## src/rtl/synth_pkg.sv

```systemverilog
// Shared sizing, note type and steal-pointer helper for the voice allocator.
package synth_pkg;

  localparam int unsigned NUM_VOICES = 4;
  localparam int unsigned NUM_KEYS   = 16;
  localparam int unsigned NOTE_W     = $clog2(NUM_KEYS);

  typedef logic [NOTE_W-1:0] note_t;

  // Round-robin successor of ptr in the range 0..n-1.
  function automatic int unsigned rr_next(input int unsigned ptr, input int unsigned n);
    return (ptr + 1 >= n) ? 0 : ptr + 1;
  endfunction

endpackage

```

## src/rtl/lsb_prio_enc.sv

```systemverilog
// Lowest-set-bit priority encoder: valid when any bit is set, index of the lowest one.
module lsb_prio_enc #(
  parameter int unsigned Width = 16,
  parameter int unsigned IdxW  = (Width > 1) ? $clog2(Width) : 1
) (
  input  logic [Width-1:0] req_i,
  output logic             valid_o,
  output logic [IdxW-1:0]  idx_o
);

  // Scan from the top so the lowest set bit is the last one written.
  always_comb begin
    valid_o = 1'b0;
    idx_o   = '0;
    for (int i = Width - 1; i >= 0; i--) begin
      if (req_i[i]) begin
        valid_o = 1'b1;
        idx_o   = IdxW'(i);
      end
    end
  end

endmodule

```

## src/rtl/voice_alloc.sv

```systemverilog
// Polyphonic voice allocator: maps held keys onto a fixed pool of oscillator voices,
// one allocation per cycle, lowest pending key to lowest free voice.
// Optional feature macro: VOICE_STEAL_EN -- when no voice is free, the pending key takes
// voice rr_ptr (round robin) and steal_o pulses; otherwise the key waits for a free voice.
module voice_alloc #(
  parameter int unsigned NUM_VOICES = synth_pkg::NUM_VOICES,
  parameter int unsigned NUM_KEYS   = synth_pkg::NUM_KEYS,
  parameter int unsigned NoteW      = $clog2(NUM_KEYS)
) (
  input  logic                        clk,
  input  logic                        nrst,
  input  logic [NUM_KEYS-1:0]         keys_i,
  output logic [NUM_VOICES-1:0]       voice_active_o,
  output logic [NUM_VOICES*NoteW-1:0] voice_note_o,
  output logic [NUM_VOICES-1:0]       voice_gate_o,
  output logic                        steal_o
);

  import synth_pkg::*;

  localparam int unsigned VIdxW = $clog2(NUM_VOICES);

  logic [NUM_KEYS-1:0]   served_q, served_d;
  logic [NUM_VOICES-1:0] active_q, active_d;
  logic [NoteW-1:0]      note_q [NUM_VOICES];
  logic [NoteW-1:0]      note_d [NUM_VOICES];
  logic [NUM_VOICES-1:0] gate_q, gate_d;

  logic [NUM_KEYS-1:0] pending, released;
  logic                pend_vld, free_vld;
  logic [NoteW-1:0]    pend_idx;
  logic [VIdxW-1:0]    free_idx;
  logic                alloc_en;
  logic [VIdxW-1:0]    alloc_v;

  assign pending  = keys_i & ~served_q;
  assign released = ~keys_i & served_q;

  lsb_prio_enc #(
    .Width (NUM_KEYS),
    .IdxW  (NoteW)
  ) u_pend_enc (
    .req_i   (pending),
    .valid_o (pend_vld),
    .idx_o   (pend_idx)
  );

  // Free set is taken at cycle start, so voices released this cycle are not reused yet.
  lsb_prio_enc #(
    .Width (NUM_VOICES),
    .IdxW  (VIdxW)
  ) u_free_enc (
    .req_i   (~active_q),
    .valid_o (free_vld),
    .idx_o   (free_idx)
  );

`ifdef VOICE_STEAL_EN
  logic [VIdxW-1:0] rr_q, rr_d;
  logic             steal_q, steal_d;
`endif

  // Next state: parallel releases first, then at most one allocation on top.
  always_comb begin
    served_d = served_q & ~released;
    active_d = active_q;
    note_d   = note_q;
    gate_d   = '0;
    alloc_en = 1'b0;
    alloc_v  = '0;
`ifdef VOICE_STEAL_EN
    rr_d     = rr_q;
    steal_d  = 1'b0;
`endif

    // A voice whose key was stolen now holds a different note, so it is unaffected here.
    for (int v = 0; v < NUM_VOICES; v++) begin
      if (active_q[v] && released[note_q[v]]) begin
        active_d[v] = 1'b0;
      end
    end

    if (pend_vld) begin
      if (free_vld) begin
        alloc_en = 1'b1;
        alloc_v  = free_idx;
      end
`ifdef VOICE_STEAL_EN
      else begin
        alloc_en = 1'b1;
        alloc_v  = rr_q;
        rr_d     = VIdxW'(rr_next(int'(rr_q), NUM_VOICES));
        steal_d  = 1'b1;
      end
`endif
    end

    if (alloc_en) begin
      served_d[pend_idx] = 1'b1;
      active_d[alloc_v]  = 1'b1;
      note_d[alloc_v]    = pend_idx;
      gate_d[alloc_v]    = 1'b1;
    end
  end

  // Allocator state registers with asynchronous clear.
  always_ff @(posedge clk or negedge nrst) begin
    if (!nrst) begin
      served_q <= '0;
      active_q <= '0;
      gate_q   <= '0;
      for (int v = 0; v < NUM_VOICES; v++) begin
        note_q[v] <= '0;
      end
    end else begin
      served_q <= served_d;
      active_q <= active_d;
      gate_q   <= gate_d;
      for (int v = 0; v < NUM_VOICES; v++) begin
        note_q[v] <= note_d[v];
      end
    end
  end

`ifdef VOICE_STEAL_EN
  // Steal pointer and steal pulse; the pointer moves only when a steal happens.
  always_ff @(posedge clk or negedge nrst) begin
    if (!nrst) begin
      rr_q    <= '0;
      steal_q <= 1'b0;
    end else begin
      rr_q    <= rr_d;
      steal_q <= steal_d;
    end
  end

  assign steal_o = steal_q;
`else
  assign steal_o = 1'b0;
`endif

  assign voice_active_o = active_q;
  assign voice_gate_o   = gate_q;

  for (genvar v = 0; v < NUM_VOICES; v++) begin : g_note_pack
    assign voice_note_o[v*NoteW +: NoteW] = note_q[v];
  end

endmodule

```

## config.mk

```make
export PLATFORM = sky130hd
export DESIGN_NAME = voice_alloc
export DESIGN_NICKNAME = d
export VERILOG_FILES = /design/src/rtl/synth_pkg.sv /design/src/rtl/lsb_prio_enc.sv /design/src/rtl/voice_alloc.sv
export SDC_FILE = /design/constraint.sdc
export NUM_CORES = 1
export LEC_CHECK = 0
export CAP_MARGIN = 40
export CELL_PAD_IN_SITES_DETAIL_PLACEMENT = 0
export CELL_PAD_IN_SITES_GLOBAL_PLACEMENT = 1
export CORE_ASPECT_RATIO = 0.5
export CORE_MARGIN = 2
export CORE_UTILIZATION = 35
export CTS_BUF_LIST = sky130_fd_sc_hd__clkbuf_16
export CTS_CLUSTER_DIAMETER = 30
export DETAILED_ROUTE_END_ITERATION = 8
export PLACE_DENSITY_LB_ADDON = 0.1
export SLEW_MARGIN = 25
export SYNTH_ARGS = -nofsm -noshare
export SYNTH_HDL_FRONTEND = slang
export SYNTH_SLANG_ARGS = --single-unit
```

## constraint.sdc

```tcl
create_clock -name clk -period 3.3 [get_ports clk]
set_clock_uncertainty 0.2 [all_clocks]
set_input_delay 0.33 -clock clk [delete_from_list [all_inputs] [get_ports clk]]
set_output_delay 0.33 -clock clk [all_outputs]
set_load 0.01 [all_outputs]
```

# ---- After elaboration in Yosys (flattened, before gate mapping)
# Cells that the tools add are included.
dict set report word_totals {
  wordCells 100
  output_inout_bits 25
  regBits 40
  inputBits 18
}
dict set report op_classes {
  muxes 66
  n_bitwise 10
  reduce_logical 7
  n_lt_le_gt_ge 10
}
# operator n
set op_table {}
lappend op_table {{4-bit 2-to-1 mux} 19}
lappend op_table {{16-bit bitwise AND} 3}
lappend op_table {{16-bit NOT} 3}
lappend op_table {{1-bit 2-to-1 mux} 32}
lappend op_table {{4-bit by 5-bit less-than comparator with 1-bit output, second input constant} 5}
lappend op_table {{1-bit binary-select mux with 4-bit select} 4}
lappend op_table {{16-bit bitwise mux} 1}
lappend op_table {{16-bit 2-to-1 mux} 1}
lappend op_table {{16-bit OR} 1}
lappend op_table {{2-bit 2-to-1 mux} 6}
lappend op_table {{4-bit demux with 2-bit select} 1}
lappend op_table {{1-bit logical AND} 7}
lappend op_table {{1-bit demux with 4-bit select} 1}
lappend op_table {{4-bit by 1-bit >= comparator with 1-bit output, second input constant} 1}
lappend op_table {{4-bit NOT} 1}
lappend op_table {{4-bit OR} 1}
lappend op_table {{3-bit >= comparator, second input constant} 1}
lappend op_table {{2-bit by 3-bit less-than comparator with 1-bit output, second input constant} 1}
lappend op_table {{3-bit by 1-bit less-than comparator with 1-bit output, second input constant} 1}
lappend op_table {{2-bit NOT with 3-bit output} 1}
lappend op_table {{1-bit demux with 2-bit select} 1}
lappend op_table {{2-bit by 1-bit >= comparator with 1-bit output, second input constant} 1}

# ---- Longest topological paths before layout
# Gate-level depths: netlist (run 1).
dict set report logic_depth {
  ltp_word 25
  depth_mapped 7
}

# ---- Hierarchy
# A second synthesis (run 1) with hierarchy kept.
dict set report unflattened {
  hier_cells 266
  hier_area_um2 2565.0
}
# module cells_per_inst instances area_each_um2
set modules_own_cells {}
lappend modules_own_cells {voice_alloc 226 1 2351.0}
lappend modules_own_cells {{lsb_prio_enc at u_pend_enc} 33 1 178.9}
lappend modules_own_cells {{lsb_prio_enc at u_free_enc} 7 1 35.0}

# ---- Worst setup path after synthesis (run 1)
# No wires, ideal clock.
dict set report synth_timing {
  path_type {register -> register}
  from {register served_q[6]}
  to {register note_q (netlist bit voice_note_o[13])}
  stages_incl_launch_ff 7
  path_buffers 0
  setup_slack_ns 1.327
  arrival_ns 1.648
  synth_period_minus_slack_ns 1.973
  cell_sequence {dfrtp_1 -> and2b_1 -> nor4_4 -> nand3_4 -> nor2_8 -> nor4b_4 -> mux2_4}
}
dict set report synth_via {
  elab_chain_cells 16
  elab_cells_between_ends 25
  cone_classes {2 x order compare; 19 x mux; 3 x bitwise; 1 x reduce/logical}
}
# element line
set synth_rtl {}
lappend synth_rtl {{from (decl)} voice_alloc.sv:23} ;# logic [NUM_KEYS-1:0] served_q, served_d;
lappend synth_rtl {{from (signal assigned)} voice_alloc.sv:116} ;# served_q <= served_d;
lappend synth_rtl {{16-bit NOT (*)} voice_alloc.sv:36} ;# assign pending = keys_i & ~served_q;
lappend synth_rtl {{16-bit bitwise AND (*)} voice_alloc.sv:36}
lappend synth_rtl {{1-bit 2-to-1 mux (7 in series)} lsb_prio_enc.sv:16} ;# if (req_i[i]) begin
lappend synth_rtl {{2-bit 2-to-1 mux} voice_alloc.sv:83} ;# if (pend_vld) begin
lappend synth_rtl {{2-bit NOT with 3-bit output (implied by the code)} voice_alloc.sv:101} ;# note_d[alloc_v] = pend_idx;
lappend synth_rtl {{3-bit >= comparator (implied by the code) or 3-bit by 1-bit less-than comparator with 1-bit output (tied branches)} voice_alloc.sv:101}
lappend synth_rtl {{1-bit logical AND (implied by the code)} voice_alloc.sv:101}
lappend synth_rtl {{4-bit 2-to-1 mux (implied by the code)} voice_alloc.sv:101}
lappend synth_rtl {{4-bit demux with 2-bit select} voice_alloc.sv:101}
lappend synth_rtl {{16-bit bitwise mux} voice_alloc.sv:101}
lappend synth_rtl {{to (signal, indexed assignment)} voice_alloc.sv:120} ;# note_q[v] <= note_d[v];
lappend synth_rtl {{to (decl)} voice_alloc.sv:25} ;# logic [NoteW-1:0] note_q [NUM_VOICES];
# Mark *: on every way between the ends. The rest lies on a longest branch, timed or not.
# A chain may end at the register's enable or synchronous reset.

# ---- Worst setup path after layout (run 1)
dict set report layout_timing {
  from {input port keys_i[15]}
  to {register active_q[1] (netlist: voice_active_o[1])}
}
dict set report layout_via {
  elab_chain_cells 24
  elab_cells_between_ends 32
  cone_classes {2 x order compare; 24 x mux; 4 x bitwise; 2 x reduce/logical}
}
# element line
set layout_rtl {}
lappend layout_rtl {{from (decl)} voice_alloc.sv:12} ;# input logic [NUM_KEYS-1:0] keys_i,
lappend layout_rtl {{16-bit bitwise AND} voice_alloc.sv:36}
lappend layout_rtl {{1-bit 2-to-1 mux (16 in series)} lsb_prio_enc.sv:16}
lappend layout_rtl {{2-bit 2-to-1 mux} voice_alloc.sv:83}
lappend layout_rtl {{2-bit by 3-bit less-than comparator with 1-bit output (implied by the code) or 2-bit by 1-bit >= comparator with 1-bit output (tied branches)} voice_alloc.sv:100} ;# active_d[alloc_v] = 1'b1;
lappend layout_rtl {{1-bit logical AND (implied by the code)} voice_alloc.sv:100}
lappend layout_rtl {{1-bit 2-to-1 mux (implied by the code)} voice_alloc.sv:100}
lappend layout_rtl {{1-bit demux with 2-bit select} voice_alloc.sv:100}
lappend layout_rtl {{4-bit OR (no line)} n/a}
lappend layout_rtl {{4-bit 2-to-1 mux (*)} voice_alloc.sv:98} ;# if (alloc_en) begin
lappend layout_rtl {{net active_d[1]} voice_alloc.sv:24} ;# logic [NUM_VOICES-1:0] active_q, active_d;
lappend layout_rtl {{to (signal assigned)} voice_alloc.sv:117} ;# active_q <= active_d;
lappend layout_rtl {{to (decl)} voice_alloc.sv:24}
# The timed path passes the listed nets; every way through them passes the cells marked *. The select of a mux whose other input is x is not followed.

==> metrics, run 1 <==
outcome=finished, final reports clean; Post-synth EDFFs=0; total CTS buffers=5; first-pass detailed-route iteration total=4; largest net degree at the start of global routing=28; final net count=320; Top FF cell, synth=dfrtp_1; die span in x=128 µm; Setup TNS=0 ps; RSZ-0062 raised after global routing=no; largest fanout on the critical path=4; largest family of logic cells by synthesized area=simple AND/OR/NAND/NOR gates; synthesized area=0.00267 mm²; Port Buffers=41; Final period util=71.2%; Max Fclk=425 MHz; 1st-iter DRT viols=125; CTS Root Cell=clkbuf_16; Cell Rows=22; mean routed wirelength per cell=18.6 µm; final core utilization=45.5%; critical path's slowest cell=mux4_2; Initial Util=36.2%; total wire length=7.44 mm; CP required=3270 ps; Clock Sinks=40; Post-DRT Antenna Nets=0; synthesized area per cell=10.4 µm²; total grt overflow=0; Crit path arrival time=2320 ps; area delta synth->final=25.7%; Cell variety after synth=53; CP peak stage delay=490 ps; Inserted Diodes=0; Synth warnings=0; Worst Tran Pin Value=662 ps; type of the tightest min-delay check=reg -> reg; peak supply drop=229 µV; Final GP Congestion=0.803; DP HPWL=5.74 mm; GRT Util Overall=19.5%; final setup margin=950 ps; xor-xnor portion of the synthesized cell area=0%; num ports=43; post-layout instance area=0.00336 mm²; WP buf/inv=1; crit path cell chain=clkdlybuf4s50_1, nor2b_1, a21oi_1, mux4_2, and3_1, a311o_1; Leak=1.39 nW; crit path kind=in -> reg; # setup viols final=0; number of global-route vias before repair=2101; share of post-route cells with drive strength above 1=16.5%; Cell Pwr Density=678 mW/mm²; core area=0.00738 mm²; Vias/cell=5.43; Post-Syn Instances=256; post-synthesis sequential area ratio=37.5%; initial antenna violation count=0; fin. max-slew vios=0; Period minus WS final=2350 ps; vias after detailed routing=2167; adder-cell share of the synthesized area=0%; TritonCTS clock tree=built; Max Cap Violations=0; fraction of registers with async set/reset=100%; critical path endpoint category=flop; Synth Net Count=274; DRC=0; Compound-Gate Fraction of Synth Area=17.9%; Reg clk slew, reported paths=60 ps; cell family with most CP delay=simple AND/OR/NAND/NOR gates; Max-slew headroom=55.9%; Placed Area=0.00321 mm²; H-Tree Level Count=2; clk_lat worst skew=290 ps; Setup WS pre-CTS=669 ps; final hold viol count=0; Die ar.=0.00839 mm²; CTS Buffer Depth=2; mux cell area share after synthesis=14.5%; flops & latches, synth=40; most frequent cells in the layout=clkdlybuf4s50_1, dfrtp_1, nor2_1; # resized after CTS=0; global-route wire length before repair=12.0 mm; Simple-Gate Fraction of Synth Area=27.3%; CP Launch Type=input pin; Die Span Y=65.8 µm
-- cells by family after synthesis --
family	after synthesis
mux	24
buf+inv	17
flops	40
other cells	1
simple gates	109
compound gates	65
-- flip-flops by register name, indices dropped and copies added (netlist names) --
register and count:
served_q 16, voice_active_o 4, voice_gate_o 4, voice_note_o 16
-- path summary, 6_finish.rpt --
kind | start | endpoint | slack, ps | cells past startpoint
worst max register to register | served_q[15]$_DFF_PN0_ | voice_active_o[1]$_DFF_PN0_ | 1070 | 5
max in group asynchronous | nrst | served_q[12]$_DFF_PN0_ | 1990 | 3
worst min register to register | served_q[12]$_DFF_PN0_ | served_q[12]$_DFF_PN0_ | 300 | 2
worst min-delay path | served_q[12]$_DFF_PN0_ | served_q[12]$_DFF_PN0_ | 300 | 2
worst max-delay path | keys_i[15] | voice_active_o[1]$_DFF_PN0_ | 950 | 6
min in group asynchronous | nrst | voice_gate_o[3]$_DFF_PN0_ | 400 | 2
-- layout make-up --
class | count | area [µm²]
Fill cell | 741 | 4020
Clock buffer | 5 | 125
Sequential cell | 40 | 1000
Clock inverter | 3 | 13.8
Timing Repair Buffer | 45 | 458
Multi-Input combinational cell | 199 | 1600
Inverter | 11 | 41.3
Tap cell | 96 | 120
-- where the power goes --
group	total [mW]	switching, mW	internal (mW)
registers	0.826	0.198	0.629
clock network	0.480	0.205	0.275
logic	0.969	0.419	0.551
total	2.28	0.821	1.45
-- synth_stat cells, drive strengths merged, types with 5 or more instances --
cell type	number	area share, %
inv	11	1.5
nor4	5	2.9
nand2	22	3.1
o21ai	10	1.9
a21oi	20	3.9
mux4	8	6.7
mux2	13	6.6
nand3	7	1.8
buf	5	1.0
nor2b	15	4.8
o2111ai	7	2.9
and2b	8	2.3
nand2b	13	3.0
dfrtp	40	37
a22o	5	1.6
nor2	26	4.5
-- metrics by stage --
| stage | cells | power, mW | hold slack [ps] |
|---|---|---|---|
| floorplan | 256 | 1.38 | -166 |
| global placement | 389 | 1.79 | 278 |
| detailed placement | 390 | 1.81 | 208 |
| CTS | 399 | 2.30 | 305 |
| global route | 399 | 2.43 | 330 |
| finish | 399 | 2.28 | 304 |
-- worst register-to-register path, delay by kind of cell, from the launching register on --
family	cells	cell delay [ps]
compound gates	2	430
flops	1	350
simple gates	2	640
mux	1	490
-- routing by layer --
metal	part of all wire, %	vias to the layer above	track usage (%)
li1	-	1047	-
met1	54	1056	29.6
met2	41	56	27.3
met3	4.2	8	4.53
met4	1.0	0	5.63
met5	0	-	0
-- repair_timing --
action | in CTS | in global routing
endpoints found under the setup margin | 0 | 0
endpoints found under the hold margin | 26 | 0
hold buffers | 1 | 0
buffers inserted | 0 | 0
Power figures use the tool's default switching activity.
==> inputs of run 2 (changes only) <==
==> constraint.sdc (replaced) <==
create_clock -name clk -period 2.2 [get_ports clk]
set_clock_uncertainty 0.2 [all_clocks]
set_input_delay 0.22 -clock clk [delete_from_list [all_inputs] [get_ports clk]]
set_output_delay 0.22 -clock clk [all_outputs]
set_load 0.01 [all_outputs]
==> run 2 against run 1 <==
Register-to-register slack got worse by 950 ps; count of clock-buffer cells in the layout did not move; final area increased by 11%; hold slack got worse by 56 ps; via count increased by 5.2%; critical path depth is the same.
==> metrics, run 2 (synthesis gave the netlist of run 1 again) <==
total grt overflow=0 (unchanged); largest fanout on the critical path=4 (unchanged); H-Tree Level Count=2 (unchanged); total power=3.59 mW (+58%); vias after detailed routing=2280 (+5.2%); num ports=43 (unchanged); Crit path arrival time=2070 ps (-250 ps); Post-DRT Antenna Nets=0 (unchanged); Setup WS pre-CTS=-237 ps (-906 ps); Cell Rows=22 (unchanged); DRC=0 (unchanged); final net count=362 (+13%); CP required=2170 ps (-1100 ps); # setup viols final=0 (unchanged); leading cell type in the layout, fill and taps excluded=buf_4; final hold viol count=0 (unchanged); Reg clk slew, reported paths=60 ps (about the same); Max Fclk=476 MHz; Final GP Congestion=0.834 (+3.9%); Period minus WS final=2100 ps; share of post-route cells with drive strength above 1=28.1% (+12 points); placed cell count=432 (+11%); clk_lat worst skew=290 ps (about the same); Initial Util=36.2% (unchanged); CTS Root Cell=clkbuf_16; post-layout instance area=0.00371 mm² (+11%); Die Span Y=65.8 µm (unchanged); Vias/cell=5.17 (-4.8%); Cell Pwr Density=966 mW/mm² (+43%); largest net degree at the start of global routing=22 (-21%); 1st-iter DRT viols=112 (-10%); Final period util=95.4%; most frequent cells in the layout=buf_4, clkdlybuf4s50_1, dfrtp_1; CTS Buffer Depth=2 (unchanged); number of global-route vias before repair=2291 (+9.0%); Worst Tran Pin Value=550 ps (-112 ps); Max Cap Violations=0 (unchanged); critical path endpoint category=flop; type of the tightest min-delay check=in -> async; final core utilization=50.4% (+4.8 points); Layout Cells excl Fill=441 (+11%); peak supply drop=372 µV (+62%); Die ar.=0.00839 mm² (unchanged); Max-slew headroom=63.3% (+7.4 points); fin. max-slew vios=0 (unchanged); mean routed wirelength per cell=17.4 µm (-6.6%); fillcell total=696 (-6.1%); Leak=1.61 nW (+16%); GRT Util Overall=19.9% (+0.46 points); die span in x=128 µm (unchanged); Post-CTS Setup Bufs=0 (unchanged); outcome=finished, final reports clean; Placed Area=0.00353 mm² (+10%); total wire length=7.68 mm (+3.3%); core area=0.00738 mm² (unchanged); TritonCTS clock tree=built; global-route wire length before repair=12.4 mm (+3.6%); DP HPWL=6.17 mm (+7.3%); Port Buffers=41 (unchanged); final setup margin=100 ps (-849 ps); Inserted Diodes=0 (unchanged); Clock Sinks=40 (unchanged); crit path kind=in -> reg; RSZ-0062 raised after global routing=no; first-pass detailed-route iteration total=4 (unchanged); initial antenna violation count=0 (unchanged); total CTS buffers=5 (unchanged); area delta synth->final=39.0%; CP Launch Type=input pin
run 2: cell count changes in the layout (fill, tap and decap cells not counted), sizes merged:
cell / delta
buf: +42
clkinv: -2
clkinvlp: +1
inv: +1
run 2: worst paths after layout:
kind / cells after the start / endpoint / slack [ps] / from
worst min register to register: 2 / served_q[12]$_DFF_PN0_ / 290 / served_q[12]$_DFF_PN0_
max in group asynchronous: 3 / served_q[10]$_DFF_PN0_ / 1040 / nrst
worst min-delay path: 2 / voice_note_o[14]$_DFFE_PN0P_ / 250 / nrst
min in group clk: 2 / served_q[12]$_DFF_PN0_ / 290 / served_q[12]$_DFF_PN0_
worst max register to register: 6 / voice_note_o[15]$_DFFE_PN0P_ / 120 / served_q[6]$_DFF_PN0_
worst max-delay path: 6 / voice_active_o[2]$_DFF_PN0_ / 100 / keys_i[11]
run 2: area by class of cell:
cell class	instances	area (µm²)	share of cell area [%]
Clock inverter	3	15.0	0.404
Clock buffer	5	125	3.37
Timing Repair Buffer	87	778	20.9
Tap cell	96	120	3.23
Inverter	11	41.3	1.11
Sequential cell	40	1000	26.9
Multi-Input combinational cell	199	1630	44.0
run 2: repair_timing:
action,in CTS,in global routing
setup endpoints to repair,0,15
gates resized for setup,0,8
hold buffers,1,0
endpoints found under the hold margin,19,0
run 2: where the power goes:
group	switching, mW	internal, mW
clock network	0.305	0.413
logic	0.710	0.969
registers	0.250	0.943
total	1.26	2.33
run 2: layer usage:
metal	track usage [%]	part of all wire [%]
met5	0	0
met4	4.12	0.48
met3	4.29	5.1
met2	29.6	42
met1	29.9	52
run 2: metrics by stage:
stage,TNS (ps),hold WS [ps]
after detailed placement,-5270,42.2
after global placement,-5010,33.7
after global routing,0,295
after floorplan,0,-276
final,0,247
after CTS,0,270
run 2: critical path: stages:
cell             delay (ps)
clkdlybuf4s50_1         460
and2b_1                 310
a21oi_1                 100
mux4_2                  480
and3_1                  190
a311o_1                 300
